--- config.mk ---
export PLATFORM = sky130hd
export DESIGN_NAME = usbfs_rx_transaction_ctrl
export DESIGN_NICKNAME = d
export VERILOG_FILES = /design/src/rtl/usbfs_rx_transaction_ctrl.sv
export SDC_FILE = /design/constraint.sdc
export NUM_CORES = 1
export LEC_CHECK = 0
export CORE_UTILIZATION = 53
export CTS_CLUSTER_SIZE = 20
export DETAILED_ROUTE_END_ITERATION = 12
export PLACE_DENSITY = 0.85
export SYNTH_ARGS = -nofsm -noshare
export SYNTH_HDL_FRONTEND = slang
export SYNTH_SLANG_ARGS = --single-unit
--- constraint.sdc ---
create_clock -name clk -period 4.6 [get_ports clk]
set_input_delay 0.92 -clock clk [delete_from_list [all_inputs] [get_ports clk]]
set_output_delay 0.92 -clock clk [all_outputs]
set_load 0.03 [all_outputs]
--- src/rtl/usbfs_rx_transaction_ctrl.sv ---
// USB FS device receive transaction controller: OUT/SETUP token -> data -> handshake,
// with per-endpoint data toggles, endpoint-buffer forwarding, IN token and SOF reporting.
module usbfs_rx_transaction_ctrl #(
    parameter int EP_NUM      = 4,
    parameter int TIMEOUT_CYC = 1024,
    parameter int MAX_PKT     = 64
) (
    input  logic              clk,
    input  logic              rst,
    input  logic [6:0]        dev_addr,
    input  logic [EP_NUM-1:0] ep_ready,
    input  logic [EP_NUM-1:0] toggle_clr,
    input  logic [3:0]        rp_pid,
    input  logic [10:0]       rp_addr,
    input  logic              rp_byte_en,
    input  logic [7:0]        rp_byte,
    input  logic              rp_fin,
    input  logic              rp_okay,
    output logic [3:0]        ob_ep,
    output logic              ob_setup,
    output logic              ob_byte_en,
    output logic [7:0]        ob_byte,
    output logic              ob_commit,
    output logic              ob_abort,
    output logic              hs_req,
    output logic [3:0]        hs_pid,
    output logic              in_tok,
    output logic [3:0]        in_ep,
    output logic              sof,
    output logic [10:0]       frame_num,
    output logic              busy
);

    localparam logic [3:0] PID_OUT   = 4'b0001;
    localparam logic [3:0] PID_IN    = 4'b1001;
    localparam logic [3:0] PID_SOF   = 4'b0101;
    localparam logic [3:0] PID_SETUP = 4'b1101;
    localparam logic [3:0] PID_DATA0 = 4'b0011;
    localparam logic [3:0] PID_DATA1 = 4'b1011;
    localparam logic [3:0] PID_ACK   = 4'b0010;
    localparam logic [3:0] PID_NAK   = 4'b1010;

    localparam int TW = $clog2(TIMEOUT_CYC + 1);
    localparam int CW = $clog2(MAX_PKT + 2);
    localparam logic [TW-1:0] TMAX  = TW'(TIMEOUT_CYC - 1);
    localparam logic [CW-1:0] CMAX  = CW'(MAX_PKT);
    localparam logic [CW-1:0] COVF  = CW'(MAX_PKT + 1);
    localparam logic [4:0]    EPLIM = 5'(EP_NUM);

    typedef enum logic [1:0] {IDLE, WAIT_DATA, RECV_DATA} state_t;

    state_t            state_q, state_d;
    logic [TW-1:0]     timer_q, timer_d;
    logic [CW-1:0]     cnt_q, cnt_d;
    logic [EP_NUM-1:0] tog_q, tog_d;

    logic [3:0]  ob_ep_d, hs_pid_d, in_ep_d;
    logic        ob_setup_d, ob_byte_en_d, ob_commit_d, ob_abort_d;
    logic        hs_req_d, in_tok_d, sof_d;
    logic [7:0]  ob_byte_d;
    logic [10:0] frame_d;

    logic [3:0] tok_ep;
    logic       tok_match, tog_cur, rdy_cur, is_data, end_pkt, upd, upd_val;

    always_comb begin
        state_d      = state_q;
        timer_d      = timer_q;
        cnt_d        = cnt_q;
        ob_ep_d      = ob_ep;
        ob_setup_d   = ob_setup;
        ob_byte_d    = ob_byte;
        hs_pid_d     = hs_pid;
        in_ep_d      = in_ep;
        frame_d      = frame_num;
        ob_byte_en_d = 1'b0;
        ob_commit_d  = 1'b0;
        ob_abort_d   = 1'b0;
        hs_req_d     = 1'b0;
        in_tok_d     = 1'b0;
        sof_d        = 1'b0;
        end_pkt      = 1'b0;
        upd          = 1'b0;
        upd_val      = 1'b0;
        tog_cur      = 1'b0;
        rdy_cur      = 1'b0;

        tok_ep    = rp_addr[10:7];
        tok_match = (rp_addr[6:0] == dev_addr) && ({1'b0, tok_ep} < EPLIM);
        is_data   = (rp_pid == PID_DATA0) || (rp_pid == PID_DATA1);

        for (int i = 0; i < EP_NUM; i++) begin
            if (ob_ep == i[3:0]) begin
                tog_cur = tog_q[i];
                rdy_cur = ep_ready[i];
            end
        end

        unique case (state_q)
            IDLE: begin
                if (rp_fin && rp_okay) begin
                    if (rp_pid == PID_SOF) begin
                        sof_d   = 1'b1;
                        frame_d = rp_addr;
                    end else if (tok_match && rp_pid == PID_IN) begin
                        in_tok_d = 1'b1;
                        in_ep_d  = tok_ep;
                    end else if (tok_match &&
                                 (rp_pid == PID_OUT || rp_pid == PID_SETUP)) begin
                        ob_ep_d    = tok_ep;
                        ob_setup_d = (rp_pid == PID_SETUP);
                        timer_d    = '0;
                        cnt_d      = '0;
                        state_d    = WAIT_DATA;
                    end
                end
            end
            WAIT_DATA: begin
                timer_d = timer_q + 1'b1;
                if (rp_fin) begin
                    end_pkt = 1'b1;
                end else if (rp_byte_en) begin
                    ob_byte_en_d = 1'b1;
                    ob_byte_d    = rp_byte;
                    cnt_d        = CW'(1);
                    state_d      = RECV_DATA;
                end else if (timer_q == TMAX) begin
                    state_d = IDLE;
                end
            end
            RECV_DATA: begin
                if (rp_fin) begin
                    end_pkt = 1'b1;
                end else if (rp_byte_en) begin
                    if (cnt_q < CMAX) begin
                        ob_byte_en_d = 1'b1;
                        ob_byte_d    = rp_byte;
                    end
                    if (cnt_q != COVF) cnt_d = cnt_q + 1'b1;
                end
            end
            default: state_d = IDLE;
        endcase

        // Packet end: the data packet is judged, never re-decoded as a token
        if (end_pkt) begin
            state_d = IDLE;
            if (!rp_okay || !is_data || cnt_q > CMAX) begin
                ob_abort_d = 1'b1;
            end else if (ob_setup && rp_pid == PID_DATA1) begin
                ob_abort_d = 1'b1;
            end else if (!rdy_cur) begin
                ob_abort_d = 1'b1;
                hs_req_d   = 1'b1;
                hs_pid_d   = PID_NAK;
            end else if (ob_setup) begin
                ob_commit_d = 1'b1;
                hs_req_d    = 1'b1;
                hs_pid_d    = PID_ACK;
                upd         = 1'b1;
                upd_val     = 1'b1;
            end else if (rp_pid[3] == tog_cur) begin
                ob_commit_d = 1'b1;
                hs_req_d    = 1'b1;
                hs_pid_d    = PID_ACK;
                upd         = 1'b1;
                upd_val     = ~tog_cur;
            end else begin
                ob_abort_d = 1'b1;
                hs_req_d   = 1'b1;
                hs_pid_d   = PID_ACK;
            end
        end

        tog_d = tog_q;
        for (int i = 0; i < EP_NUM; i++) begin
            if (toggle_clr[i]) tog_d[i] = 1'b0;
            else if (upd && ob_ep == i[3:0]) tog_d[i] = upd_val;
        end
    end

    always_ff @(posedge clk or posedge rst) begin
        if (rst) begin
            state_q    <= IDLE;
            timer_q    <= '0;
            cnt_q      <= '0;
            tog_q      <= '0;
            ob_ep      <= '0;
            ob_setup   <= 1'b0;
            ob_byte_en <= 1'b0;
            ob_byte    <= '0;
            ob_commit  <= 1'b0;
            ob_abort   <= 1'b0;
            hs_req     <= 1'b0;
            hs_pid     <= '0;
            in_tok     <= 1'b0;
            in_ep      <= '0;
            sof        <= 1'b0;
            frame_num  <= '0;
        end else begin
            state_q    <= state_d;
            timer_q    <= timer_d;
            cnt_q      <= cnt_d;
            tog_q      <= tog_d;
            ob_ep      <= ob_ep_d;
            ob_setup   <= ob_setup_d;
            ob_byte_en <= ob_byte_en_d;
            ob_byte    <= ob_byte_d;
            ob_commit  <= ob_commit_d;
            ob_abort   <= ob_abort_d;
            hs_req     <= hs_req_d;
            hs_pid     <= hs_pid_d;
            in_tok     <= in_tok_d;
            in_ep      <= in_ep_d;
            sof        <= sof_d;
            frame_num  <= frame_d;
        end
    end

    assign busy = (state_q != IDLE);

endmodule
==> impl_metrics.env <==
export IMPL_drt_total_wl_um=7570
export IMPL_hold_end="hs_pid[1]"
export IMPL_ant_nets=0
export IMPL_holdPathStages=1
export IMPL_cp_end_kind="output port"
export IMPL_area_growth_synth_to_final_pct=32.5
export IMPL_clockBufferDepth=2
export IMPL_dp_hpwl_um=5450
export IMPL_worst_skew_pair_late_latency_ns=0.34
export IMPL_antenna_found_initial=0
export IMPL_post_cts_resized=0
export IMPL_drc=0
export IMPL_wire_per_inst_um=16.2
export IMPL_ys_ff_latch=60
export IMPL_post_route_worst_setup_slack_ns=1.13
export IMPL_slew_violations=0
export IMPL_cts_tree="built"
export IMPL_cts_sinks=60
export IMPL_ctsHoldBuffers=0
export IMPL_peakVddDrop_mv=0.351
export IMPL_rsz0062_at_grt="no"
export IMPL_drv_cap=0
export IMPL_syn_area_um2=3240
export IMPL_gr_usage_all_layers=0.261
export IMPL_cts_setup_buffers=0
export IMPL_cts_made_buffers=9
export IMPL_rrSetupSlack_ns=1.92
export IMPL_r2r_start="state_q[1]"
export IMPL_drt_iter0_markers=143
export IMPL_fin_nets=439
export IMPL_ioPinCount=82
export IMPL_syn_instance_count=309
export IMPL_place_port_buffers=79
export IMPL_worst_slew_pin_slew_ns=0.842
export IMPL_worstPathMaxFanout=15
export IMPL_dp_slack_ns=1.45
export IMPL_vias=2728
export IMPL_hold_start="hs_pid[1]"
export IMPL_die_h_um=80.2
export IMPL_hold_violations=0
export IMPL_reg2reg_to="timer_q[6]"
export IMPL_crit_type="reg2out"
export IMPL_ys_types=53
export IMPL_final_common_cell="clkdlybuf4s50_1"
export IMPL_timing_fmax_ghz=0.288
export IMPL_drive_gt1_frac=0.143
export IMPL_grt_overflow=0
export IMPL_layout_cells_non_filler=467
export IMPL_relSlewSlack=0.438
export IMPL_num_fill_cells=421
export IMPL_dp_cells=451
export IMPL_avgSynthCellArea_um2=10.5
export IMPL_drt_pass1_iter_count=5
export IMPL_die_area_um2=6430
export IMPL_via_per_inst=5.84
export IMPL_setup_violations=0
export IMPL_synth_main_ff_cell="dfrtp_1"
export IMPL_r2r_cells=6
export IMPL_power_density_nw_per_um2=459
export IMPL_cts_reportedPaths_clkPinSlew_ns=0.07
export IMPL_rows=28
export IMPL_grt_pass1_wl_um=12600
export IMPL_skew_ns=0.0110
export IMPL_setup_tns_ns=0
export IMPL_start_util=0.547
export IMPL_hold_path_class="reg2reg"
export IMPL_grt_max_degree=41
export IMPL_period_needed_ns=3.47
export IMPL_critPathLaunchType="flop"
export IMPL_core_region_area_um2=5920
export IMPL_leakage_nw=1.82
export IMPL_grt_pass1_vias=2737
export IMPL_mostFrequentLayoutCells="79 x clkdlybuf4s50_1, 60 x dfrtp_1, 25 x mux2_2"
export IMPL_root_buffer="clkbuf_8"
export IMPL_arrival_ns=2.55
export IMPL_gp_congestion=0.799
export IMPL_synth_edf_count=0
export IMPL_die_w_um=80.2
export IMPL_status="finished clean"
export IMPL_antennaDiodeCount=0
export IMPL_yosys_warnings=0
export IMPL_required_ns=3.68
export IMPL_synth_async_reset_ratio=1.00
export IMPL_seq_area_frac_synth=0.464
export IMPL_htree_levels=3
export IMPL_post_route_period_util=0.754
==> kinds of logic (layout without fill, tap and decap cells) <==
logic type | count (synthesis) | in the layout | share of synthesized area
xor gates and xnor gates | 9 | 9 | 0.0243
DFF | 60 | 60 | 0.464
AOI/OAI and AO/OA | 69 | 69 | 0.148
other | 1 | 2 | 0.00116
muxes | 31 | 31 | 0.113
buffers and inverters | 30 | 112 | 0.0398
adders and majority gates | 9 | 9 | 0.0348
and+or+nand+nor | 100 | 100 | 0.175
==> final cells by class <==
cell class / instances / area (um2) / share of cell area
sequential: 60 / 1500 / 0.350
timing repair buffer: 80 / 798 / 0.186
clock inverter: 6 / 86.3 / 0.0201
clock buffer: 10 / 138 / 0.0321
tap: 75 / 93.8 / 0.0219
multi-input combinational: 220 / 1610 / 0.376
inverter: 16 / 60.1 / 0.0140
==> worst max-delay path: stages (launching register included) <==
cell	delay [ns]
dfrtp_1	0.44
inv_1	0.11
ha_1	0.51
clkinv_1	0.43
clkdlybuf4s50_1	0.70
==> synth_stat cells (2+ instances only) <==
master	count	area share
a211o_1	3	0.0081
a211oi_1	2	0.0046
a21oi_1	12	0.019
a221o_1	5	0.015
a311oi_1	2	0.0054
a31oi_1	5	0.0097
and2_1	3	0.0058
and3_1	6	0.012
and4b_1	2	0.0062
buf_2	4	0.0062
buf_4	3	0.0070
clkbuf_1	6	0.0070
clkinv_1	2	0.0023
dfrtp_1	60	0.46
ha_1	9	0.035
inv_1	14	0.016
mux2_2	25	0.087
mux2i_1	4	0.012
mux4_2	2	0.014
nand2_1	19	0.022
nand2b_1	4	0.0077
nand3_1	14	0.022
nand4_1	7	0.014
nor2_1	18	0.021
nor2b_1	3	0.0058
nor3_1	3	0.0046
nor3_2	2	0.0062
nor4_1	2	0.0039
nor4_2	2	0.0077
nor4b_1	2	0.0054
o2111ai_1	2	0.0054
o211ai_1	4	0.0093
o21ai_0	20	0.031
o31ai_1	8	0.019
or2_2	3	0.0058
or3_1	3	0.0058
xnor2_1	3	0.0081
xor2_1	6	0.016
==> worst max-delay path by stage <==
stage / start / cells after the start / end / slack [ns]
floorplan: ob_ep[0] / 9 / tog_q[3] / 2.17
global placement: rp_fin / 6 / cnt_q[5] / 1.51
global route: state_q[1] / 4 / busy / 1.02
CTS: state_q[1] / 4 / busy / 1.16
finish: state_q[1] / 4 / busy / 1.13
detailed placement: rp_addr[3] / 6 / timer_q[8] / 1.45
==> registers in the layout, summed over array words and instances (netlist names) <==
signal / flops
cnt_q: 7
frame_num: 11
hs_pid: 2
hs_req: 1
in_ep: 4
in_tok: 1
ob_abort: 1
ob_byte: 8
ob_byte_en: 1
ob_commit: 1
ob_ep: 4
ob_setup: 1
sof: 1
state_q: 2
timer_q: 11
tog_q: 4
==> where the power goes <==
group | switching [mW] | internal [mW]
clock network | 0.214 | 0.319
logic | 0.433 | 0.307
registers | 0.0697 | 0.625
total | 0.716 | 1.25
==> through the flow <==
stage          cell area (um2)  power (mW)  hold slack [ns]  utilization
3_3_place_gp              4070        1.42            0.456        0.687
2_1_floorplan             3240        1.16            0.496            -
4_1_cts                   4290        1.98            0.498        0.724
5_1_grt                   4290        2.07            0.509        0.724
6_report                  4290        1.97            0.490        0.724
3_5_place_dp              4070        1.43            0.481        0.687
==> per-layer routing <==
metal | wire (um) | track usage | vias to the layer above | share of wire
li1 | - | - | 1292 | -
met1 | 3100 | 0.323 | 1311 | 0.41
met2 | 3630 | 0.411 | 110 | 0.48
met3 | 668 | 0.0875 | 15 | 0.088
met4 | 173 | 0.121 | 0 | 0.023
met5 | 0 | 0 | - | 0
No activity file was read; power rests on OpenSTA's default activity.
